--- src/rtl/controller_params.vh ---
// Default coordinate/channel widths and the scheduler FSM state encoding.
`ifndef W_SIZE
`define W_SIZE 8
`endif
`ifndef W_CHANNEL
`define W_CHANNEL 4
`endif

localparam logic [1:0] ST_IDLE  = 2'd0;
localparam logic [1:0] ST_CSYNC = 2'd1;
localparam logic [1:0] ST_RUN   = 2'd2;
localparam logic [1:0] ST_FIN   = 2'd3;

--- src/rtl/pe_tile_scheduler_pkg.sv ---
// Shared scheduler types: FSM state enum built on the encoding in controller_params.vh.
package pe_tile_scheduler_pkg;
`include "controller_params.vh"

  typedef enum logic [1:0] {
    IDLE  = ST_IDLE,
    CSYNC = ST_CSYNC,
    RUN   = ST_RUN,
    FIN   = ST_FIN
  } state_t;
endpackage

--- src/rtl/pe_tile_scheduler_counter.sv ---
// Wrap counter: counts 0..i_limit while enabled; o_wrap flags the enabled step that returns to 0.
module tile_counter #(
  parameter int W = 8
) (
  input  logic         clk,
  input  logic         rstn,
  input  logic         i_clr,
  input  logic         i_en,
  input  logic [W-1:0] i_limit,
  output logic [W-1:0] o_cnt,
  output logic         o_wrap
);
  logic [W-1:0] r_cnt;

  assign o_cnt  = r_cnt;
  assign o_wrap = i_en && (r_cnt == i_limit);

  always_ff @(posedge clk or negedge rstn) begin
    if (!rstn) begin
      r_cnt <= '0;
    end else if (i_clr) begin
      r_cnt <= '0;
    end else if (i_en) begin
      r_cnt <= o_wrap ? '0 : r_cnt + W'(1);
    end
  end
endmodule

--- src/rtl/pe_tile_scheduler.sv ---
// Layer scan scheduler: walks chn_out/chn/row/col, syncing PE filters before each channel tile.
// Counters always hold the next pixel to issue; data_run drops combinationally with i_stall.
module pe_tile_scheduler
  import pe_tile_scheduler_pkg::*;
#(
  parameter int W_SIZE    = `W_SIZE,
  parameter int W_CHANNEL = `W_CHANNEL
) (
  input  logic                 clk,
  input  logic                 rstn,
  input  logic                 i_start,
  input  logic                 i_stall,
  input  logic [W_SIZE-1:0]    cfg_rows,
  input  logic [W_SIZE-1:0]    cfg_cols,
  input  logic [W_CHANNEL-1:0] cfg_q_chn,
  input  logic [W_CHANNEL-1:0] cfg_q_chn_out,
  input  logic                 pe_csync_done,
  output logic                 o_ctrl_csync_run,
  output logic                 o_ctrl_data_run,
  output logic [W_SIZE-1:0]    o_row,
  output logic [W_SIZE-1:0]    o_col,
  output logic [W_CHANNEL-1:0] o_chn,
  output logic [W_CHANNEL-1:0] o_chn_out,
  output logic                 o_is_first_row,
  output logic                 o_is_last_row,
  output logic                 o_is_first_col,
  output logic                 o_is_last_col,
  output logic                 o_busy,
  output logic                 o_done
);
  state_t               r_state;
  state_t               w_state_nxt;
  logic [W_SIZE-1:0]    r_rows_m1;
  logic [W_SIZE-1:0]    r_cols_m1;
  logic [W_CHANNEL-1:0] r_chn_m1;
  logic [W_CHANNEL-1:0] r_chn_out_m1;
  logic                 w_cfg_ok;
  logic                 w_launch;
  logic                 w_issue;
  logic                 w_wrap_col;
  logic                 w_wrap_row;
  logic                 w_wrap_chn;
  logic                 w_wrap_chn_out;

  assign w_cfg_ok = (|cfg_rows) && (|cfg_cols) && (|cfg_q_chn) && (|cfg_q_chn_out);
  assign w_launch = (r_state == IDLE) && i_start && w_cfg_ok;
  assign w_issue  = (r_state == RUN) && !i_stall;

  always_ff @(posedge clk or negedge rstn) begin
    if (!rstn) begin
      r_state <= IDLE;
    end else begin
      r_state <= w_state_nxt;
    end
  end

  // Limits are stored as count-1 so every counter compares against a register only.
  always_ff @(posedge clk or negedge rstn) begin
    if (!rstn) begin
      r_rows_m1    <= '0;
      r_cols_m1    <= '0;
      r_chn_m1     <= '0;
      r_chn_out_m1 <= '0;
    end else if (w_launch) begin
      r_rows_m1    <= cfg_rows - W_SIZE'(1);
      r_cols_m1    <= cfg_cols - W_SIZE'(1);
      r_chn_m1     <= cfg_q_chn - W_CHANNEL'(1);
      r_chn_out_m1 <= cfg_q_chn_out - W_CHANNEL'(1);
    end
  end

  always_comb begin
    w_state_nxt      = r_state;
    o_ctrl_csync_run = 1'b0;
    o_ctrl_data_run  = 1'b0;
    o_busy           = 1'b1;
    o_done           = 1'b0;
    case (r_state)
      IDLE: begin
        o_busy = 1'b0;
        if (w_launch) w_state_nxt = CSYNC;
      end
      CSYNC: begin
        o_ctrl_csync_run = 1'b1;
        if (pe_csync_done) w_state_nxt = RUN;
      end
      RUN: begin
        o_ctrl_data_run = !i_stall;
        if (w_wrap_chn_out) begin
          w_state_nxt = FIN;
        end else if (w_wrap_row) begin
          w_state_nxt = CSYNC;
        end
      end
      FIN: begin
        o_done      = 1'b1;
        w_state_nxt = IDLE;
      end
      default: w_state_nxt = IDLE;
    endcase
  end

  tile_counter #(.W(W_SIZE)) u_col (
    .clk(clk), .rstn(rstn), .i_clr(w_launch), .i_en(w_issue),
    .i_limit(r_cols_m1), .o_cnt(o_col), .o_wrap(w_wrap_col)
  );

  tile_counter #(.W(W_SIZE)) u_row (
    .clk(clk), .rstn(rstn), .i_clr(w_launch), .i_en(w_wrap_col),
    .i_limit(r_rows_m1), .o_cnt(o_row), .o_wrap(w_wrap_row)
  );

  tile_counter #(.W(W_CHANNEL)) u_chn (
    .clk(clk), .rstn(rstn), .i_clr(w_launch), .i_en(w_wrap_row),
    .i_limit(r_chn_m1), .o_cnt(o_chn), .o_wrap(w_wrap_chn)
  );

  tile_counter #(.W(W_CHANNEL)) u_chn_out (
    .clk(clk), .rstn(rstn), .i_clr(w_launch), .i_en(w_wrap_chn),
    .i_limit(r_chn_out_m1), .o_cnt(o_chn_out), .o_wrap(w_wrap_chn_out)
  );

  // Flags are gated by busy so reset and IDLE present an all-zero output bus.
  assign o_is_first_row = o_busy && (o_row == '0);
  assign o_is_last_row  = o_busy && (o_row == r_rows_m1);
  assign o_is_first_col = o_busy && (o_col == '0);
  assign o_is_last_col  = o_busy && (o_col == r_cols_m1);
endmodule

--- config.mk ---
export PLATFORM = sky130hd
export DESIGN_NAME = pe_tile_scheduler
export DESIGN_NICKNAME = d
export VERILOG_FILES = /design/src/rtl/pe_tile_scheduler_pkg.sv /design/src/rtl/pe_tile_scheduler_counter.sv /design/src/rtl/pe_tile_scheduler.sv
export VERILOG_INCLUDE_DIRS = /design/src /design/src/rtl
export SDC_FILE = /design/constraint.sdc
export NUM_CORES = 1
export LEC_CHECK = 0
export CAP_MARGIN = 5
export CORE_MARGIN = 1.5
export CORE_UTILIZATION = 50
export CTS_CLUSTER_DIAMETER = 60
export DETAILED_ROUTE_END_ITERATION = 16
export PLACE_DENSITY = 0.77
export SYNTH_ARGS = -nofsm -noshare
export SYNTH_HDL_FRONTEND = slang
export SYNTH_HIERARCHICAL = 1
export SYNTH_SLANG_ARGS = --single-unit
--- constraint.sdc ---
create_clock -name clk -period 3.7 [get_ports clk]
set_clock_uncertainty 0.15 [all_clocks]
set_input_delay 0.925 -clock clk [delete_from_list [all_inputs] [get_ports clk]]
set_output_delay 0.925 -clock clk [all_outputs]
set_load 0.05 [all_outputs]
==> run_results.csv, run 1 <==
group,metric,value,unit
floorplan,ios,61,
critical_path,reg2reg_slack,1120,ps
detailed_routing,vias,2504,
logic_synthesis,synth-seq-cells,50,
sta,rsz0062_at_grt,"false",
floorplan,die-area,7080,sq um
detailed_routing,final_antenna_net_count,0,
place,placedInstanceArea,4050,sq um
detailed_routing,routed_wl,7130,um
clock_tree,cts_resized,0,
logic_synthesis,synth_cell_type_count,39,
grt,grt_pass1_vias,2504,
critical_path,rr_endpoint,"u_chn_out/o_cnt[2]$_DFFE_PN0P_",
place,dpl.hpwl,5350,um
clock_tree,cts.sinks,50,
floorplan,row_count,29,
sta,finalCritPeriodShare,92.2,%
logic_synthesis,netlist_area,3290,sq um
cells_and_area,layout-drive-gt1-share,16.8,%
floorplan,die_x,84.1,um
run_status,status,"complete, no violations",
grt,antenna_found_initial,0,
critical_path,reg2reg_from,"u_col/o_cnt[4]$_DFFE_PN0P_",
critical_path,end_kind,"output port",
cells_and_area,n_antenna_cell,0,
clock_tree,clockBufferDepth,2,
grt,overflow,0,
floorplan,start_util,51.8,%
sta,fin_ws,290,ps
detailed_routing,via_per_inst,5.46,
critical_path,critical_path_required,2620,ps
place,place_ws,310,ps
place,place_congestion,0.864,
critical_path,worst_ep_arrival_time,2330,ps
detailed_routing,detail_route.wl_per_cell,15.5,um
power,ir_drop,0.346,mV
clock_tree,cts_root_buffer,"clkbuf_8",
sta,fin_setup_tns,0,ps
logic_synthesis,synth.avg_cell_area,10.7,sq um
sta,final_max_slew_viol_count,0,
detailed_routing,dr.pass1.iters,4,
clock_tree,hold_buffers,0,
sta,setup_viol,0,
power,finalPower,2.35,mW
worst_hold_path,min_path_type,"reg -> reg",
critical_path,path_max_fanout,3,
power,p_leak,1.84,nW
clock_tree,cts_inserted_buffers,5,
clock_tree,cts_tree,"built",
clock_tree,h-tree-depth,2,
detailed_routing,first_iter_violations,113,
logic_synthesis,synth_cells,307,
clock_tree,post-cts-setup-buffers,0,
cells_and_area,nets,420,
logic_synthesis,synth_area_leaders,"dfrtp_1 38%, xor2_1 11%, xnor2_1 7.7%, mux2_4 6.4%, ha_1 3.8%",
logic_synthesis,synth_nets,346,
power,p_per_area,566,nW/um^2
cells_and_area,fin_area,4140,sq um
place,io_buffer_count,60,
logic_synthesis,yosysSeqAreaShare,38.0,%
sta,hold_violations,0,
clock_tree,clk_transition_reported_paths,90,ps
worst_hold_path,hold_path.startpoint,"r_chn_m1[2]$_DFFE_PN0P_",
critical_path,path_class,"reg -> out",
sta,tightest_slew,679,ps
grt,grt_pass1_wl,12200,um
worst_hold_path,hold_end,"r_chn_m1[2]$_DFFE_PN0P_",
clock_tree,clock_latency,300,ps
cells_and_area,area_growth,25.9,%
detailed_routing,drc_errors,0,
floorplan,die_h,84.1,um
cells_and_area,fillers,497,
logic_synthesis,synth_top_cell_by_area,"dfrtp_1",
critical_path,reg2reg_depth,10,
grt,grt_max_degree,31,
grt,grtUsageTotal,21.4,%
logic_synthesis,ys_warn_count,6,
logic_synthesis,netlist.area_leader.share,38.0,%
cells_and_area,finish.utilization,65.3,%
sta,fmax,293,MHz
critical_path,cp-start-kind,"flop",
sta,slew_headroom,54.7,%
floorplan,coreArea,6350,sq um
sta,min_period,3410,ps
worst_hold_path,hold_depth,1,
job,max_cap_violations,0,
==> flip-flops by register name, indices dropped and copies added, names as in the netlist <==
name	flops
r_chn_m1	4
r_chn_out_m1	4
r_cols_m1	8
r_rows_m1	8
r_state	2
u_chn/o_cnt	4
u_chn_out/o_cnt	4
u_col/o_cnt	8
u_row/o_cnt	8
==> metrics by stage <==
| step | hold WS (ps) | cells |
|---|---|---|
| after floorplan | 349 | 307 |
| after global placement | 360 | 451 |
| after detailed placement | 364 | 451 |
| after CTS | 385 | 459 |
| after global routing | 404 | 459 |
| final | 385 | 459 |
==> routing by layer <==
| metal | wire length (um) | up-vias | GRT usage [%] |
|---|---|---|---|
| met1 | 3280 | 1210 | 29.1 |
| met4 | 140 | 0 | 6.71 |
| met3 | 252 | 10 | 3.24 |
| met2 | 3460 | 64 | 35.3 |
| li1 | - | 1220 | - |
| met5 | 0 | - | 0 |
==> where the power goes <==
part           switching [mW]  internal [mW]
clock network           0.172          0.151
registers               0.180          0.710
logic                   0.589          0.544
==> worst max-delay path, stage by stage (launching register included) <==
cell	delay, ps
dfrtp_1	430
xor2_1	160
nor4_1	320
nand3_1	140
nor4_2	150
clkdlybuf4s50_1	830
==> layout by cell type, fill, tap and decap left out, types with 2 or more instances in the layout <==
cell / n
buf_4: 17
nor2_1: 11
xor2_1: 43
dfrtp_1: 50
nor4_2: 4
nor3b_1: 4
nand3b_1: 4
or2b_1: 3
or3_1: 2
and2_1: 3
nor3_4: 2
nand2_1: 14
xnor2_1: 29
ha_1: 10
nand4_2: 2
a211oi_1: 4
clkbuf_8: 6
nand2b_1: 4
o22ai_1: 2
o32ai_1: 6
mux2_4: 14
nor3_2: 4
nand4_1: 8
nor4_1: 9
o2111ai_2: 2
mux2i_1: 4
inv_1: 21
mux2_2: 8
clkdlybuf4s50_1: 58
nand3_1: 3
nor3_1: 17
and3_1: 4
==> cells in the mapped netlist (all sizes together) <==
cell and number:
dfrtp 50, xor2 43, xnor2 29, nor3 23
mux2 22, inv 21, nand2 14, nor4 14
nor2 12, ha 10, nand4 10, buf 7
o32ai 6, a211oi 4, and3 4, mux2i 4
nand2b 4, nand3 4, nand3b 4, nor3b 4
and2 3, or2b 3, clkbuf 2, o2111ai 2
o22ai 2, or3 2, nor2b 1, o221ai 1
o2bb2ai 1, or2 1
==> area by class of cell <==
type                       count  area, sq um  area share (%)
inverter                      21         78.8            1.90
sequential                    50         1250            30.2
clock inverter                 1         5.00           0.121
timing repair buffer          76          713            17.2
multi-input combinational    227         1910            46.2
tap                           77         96.3            2.32
clock buffer                   7         86.3            2.08
==> cell families after synthesis <==
logic type / share of synthesized area, %
AOI/OAI and AO/OA: 4.33
xor gates and xnor gates: 19.2
adders and majority gates: 3.80
buffers and inverters: 4.48
DFF: 38.0
muxes: 10.3
and+or+nand+nor: 19.9
==> worst max path at each step <==
stage / slack (ps) / endpoint / from
2_1_floorplan: 90 / u_chn_out/o_cnt[2]$_DFFE_PN0P_ / i_stall
6_report: 290 / o_is_last_row / r_rows_m1[5]$_DFFE_PN0P_
3_5_place_dp: 310 / u_col/o_cnt[7]$_DFFE_PN0P_ / cfg_q_chn_out[0]
4_1_cts: 260 / o_is_last_row / r_rows_m1[5]$_DFFE_PN0P_
3_3_place_gp: 380 / u_row/o_cnt[7]$_DFFE_PN0P_ / cfg_q_chn_out[0]
5_1_grt: 120 / o_is_last_row / r_rows_m1[5]$_DFFE_PN0P_
Note: power is estimated with default switching activity, not from simulation.
==> inputs of run 2 (changes only) <==
--- a/config.mk
+++ b/config.mk
@@ -12,6 +12,7 @@
 export CTS_CLUSTER_DIAMETER = 60
 export DETAILED_ROUTE_END_ITERATION = 16
 export PLACE_DENSITY = 0.77
+export SETUP_SLACK_MARGIN = 0.05
 export SYNTH_ARGS = -nofsm -noshare
 export SYNTH_HDL_FRONTEND = slang
 export SYNTH_HIERARCHICAL = 1
==> results of run 2 <==
The final DEF is identical to that of run 1; final timing and power are the same.
==> inputs of run 3 (changes only) <==
==> constraint.sdc (replaced) <==
create_clock -name clk -period 3.7 [get_ports clk]
set_clock_uncertainty 0.15 [all_clocks]
set_input_delay 0.925 -clock clk [delete_from_list [all_inputs] [get_ports clk]]
set_output_delay 0.925 -clock clk [all_outputs]
set_load 0.01 [all_outputs]
==> run 3 against run 2 <==
  * Non-clock buffer count fell by 8
  * Utilization shrank 1.2 points
  * Routed wire length shrank 2.4%
  * Design area shrank 1.9%
  * Sequential cell count stayed put
  * Die area stayed put
  * Register-to-register slack lost 60 ps
  * Worst setup slack better by 8.7 ps
  * Fmax is 0.26% higher
  * Total power fell by 7.9%
  * Critical path depth is the same
  * Sequential share of layout area increased by 0.59 points
==> run_results.csv, run 3 (synthesis results as in run 1) <==
group,metric,value,unit
detailed_routing,routed_wl,6960,um
detailed_routing,drc_errors,0,
sta,slew_headroom,63.9,%
place,io_buffer_count,60,
job,max_cap_violations,0,
grt,grt_pass1_wl,11800,um
detailed_routing,drt-met1-wl,3050,um
floorplan,row_count,29,
sta,fin_setup_tns,0,ps
power,finalPower,2.16,mW
grt,grtUsageTotal,20.7,%
sta,fmax,294,MHz
critical_path,path_common_cell,"nor4_1",
cells_and_area,layout-drive-gt1-share,14.2,%
clock_tree,clock_latency,310,ps
cells_and_area,fillers,512,
clock_tree,cts_inserted_buffers,5,
grt,grt_pass1_vias,2439,
cells_and_area,final_common_cell,"clkdlybuf4s50_1",
worst_hold_path,min_path_type,"reg -> reg",
detailed_routing,final_antenna_net_count,0,
critical_path,cp_num_buf_inv,1,
power,combPwrFrac,43.1,%
power,p_seq_share,42.0,%
floorplan,ios,61,
power,switching_power,0.783,mW
floorplan,start_util,51.8,%
detailed_routing,routed-wl-met2,3600,um
place,place_congestion,0.857,
detailed_routing,top_layer_used,"met4",
place,placedInstanceArea,3980,sq um
critical_path,critPathTopFamily,"simple AND/OR/NAND/NOR gates",
detailed_routing,first_iter_violations,123,
power,p_clk_share,14.9,%
detailed_routing,detail_route.wl_per_cell,15.4,um
detailed_routing,met3RoutedLength,244,um
sta,hold_violations,0,
clock_tree,cts_tree,"built",
sta,whs,387,ps
place,dpl.hpwl,5280,um
clock_tree,clk_transition_reported_paths,100,ps
clock_tree,cts.sinks,50,
cells_and_area,nets,412,
critical_path,worst_ep_arrival_time,2330,ps
clock_tree,hold_buffers,0,
sta,min_period,3400,ps
critical_path,end_kind,"output port",
power,power.share.switching,36.2,%
clock_tree,cts_root_buffer,"clkbuf_8",
run_status,status,"complete, no violations",
sta,tightest_slew,542,ps
clock_tree,cts_resized,0,
floorplan,die_h,84.1,um
power,p_per_area,532,nW/um^2
sta,final_max_slew_viol_count,0,
critical_path,cp-start-kind,"flop",
cells_and_area,fin_area,4070,sq um
floorplan,die_x,84.1,um
critical_path,path_class,"reg -> out",
sta,rsz0062_at_grt,"false",
power,power.internal,1.38,mW
critical_path,path_cells,"xor2_1 > nor4_1 > nand3_1 > nor4_1 > clkdlybuf4s50_1",
clock_tree,h-tree-depth,2,
cells_and_area,area_growth,23.5,%
cells_and_area,stdcell_count,451,
grt,overflow,0,
critical_path,critical_path_required,2620,ps
power,p_leak,1.79,nW
grt,antenna_found_initial,0,
cells_and_area,final_cell_mix,"59 x clkdlybuf4s50_1, 50 x dfrtp_1, 43 x xor2_1",
floorplan,die-area,7080,sq um
detailed_routing,dr.pass1.iters,4,
critical_path,path_max_fanout,8,
detailed_routing,vias,2445,
floorplan,coreArea,6350,sq um
grt,grt_max_degree,26,
sta,finalCritPeriodShare,91.9,%
critical_path,critPathSlowestCell,"clkdlybuf4s50_1",
detailed_routing,via_per_inst,5.42,
sta,setup_viol,0,
power,ir_drop,0.280,mV
clock_tree,clockBufferDepth,2,
critical_path,max_stage_delay,590,ps
cells_and_area,n_antenna_cell,0,
place,place_inst,443,
clock_tree,post-cts-setup-buffers,0,
[run 3: changes by cell type in the layout (fill, tap and decap cells not counted), sizes merged]
cell / previous run / this run
buf: 18 / 9
clkbuf: 7 / 5
clkdlybuf4s50: 58 / 59
clkinv: 1 / 2
clkinvlp: 0 / 1
[run 3: final cells by class]
| class | count | area (sq um) | area share (%) |
|---|---|---|---|
| clock buffers | 5 | 68.8 | 1.69 |
| clock inverters | 3 | 21.3 | 0.523 |
| inverters | 21 | 78.8 | 1.94 |
| multi-input cells | 227 | 1890 | 46.6 |
| flip-flops and latches | 50 | 1250 | 30.8 |
| well taps | 77 | 96.3 | 2.37 |
| repair buffers | 68 | 656 | 16.1 |
[run 3: path summary, 6_finish.rpt]
check,from,slack (ps),cells after the start,end
max reg2reg,r_state[0]$_DFFE_PN0P_,1060,10,u_chn_out/o_cnt[2]$_DFFE_PN0P_
min in group asynchronous,rstn,430,1,r_chn_out_m1[1]$_DFFE_PN0P_
max in group asynchronous,rstn,2360,2,r_cols_m1[1]$_DFFE_PN0P_
min,r_chn_m1[2]$_DFFE_PN0P_,390,1,r_chn_m1[2]$_DFFE_PN0P_
max,u_col/o_cnt[2]$_DFFE_PN0P_,300,5,o_is_last_col
min reg2reg,r_chn_m1[2]$_DFFE_PN0P_,390,1,r_chn_m1[2]$_DFFE_PN0P_
[run 3: metal layers]
| layer | GRT usage, % | vias up |
|---|---|---|
| met5 | 0 | - |
| met4 | 4.77 | 0 |
| met3 | 3.44 | 8 |
| met2 | 36.7 | 50 |
| met1 | 26.5 | 1183 |
| li1 | - | 1204 |
[run 3: per-stage QoR]
step                worst slack, ps  utilization [%]
floorplan                       191                -
global placement                460             62.6
detailed placement              388             62.6
CTS                             250             64.0
global route                    159             64.0
finish                          299             64.0
[run 3: worst register-to-register path, stage by stage (launching register included)]
cell	delay [ps]
dfrtp_1	420
or2b_1	280
nor2_1	170
inv_1	110
nor3_4	210
inv_1	100
nor3_4	200
and2_1	310
nand2_1	100
mux2_2	270
o32ai_1	230
[run 3: power by group through the flow]
stage	combinational [mW]	clock (mW)	sequential [mW]
floorplan	0.698	0	0.872
global placement	0.911	0	0.904
detailed placement	0.934	0	0.915
CTS	0.941	0.336	0.908
global route	1.01	0.358	0.936
finish	0.931	0.323	0.908
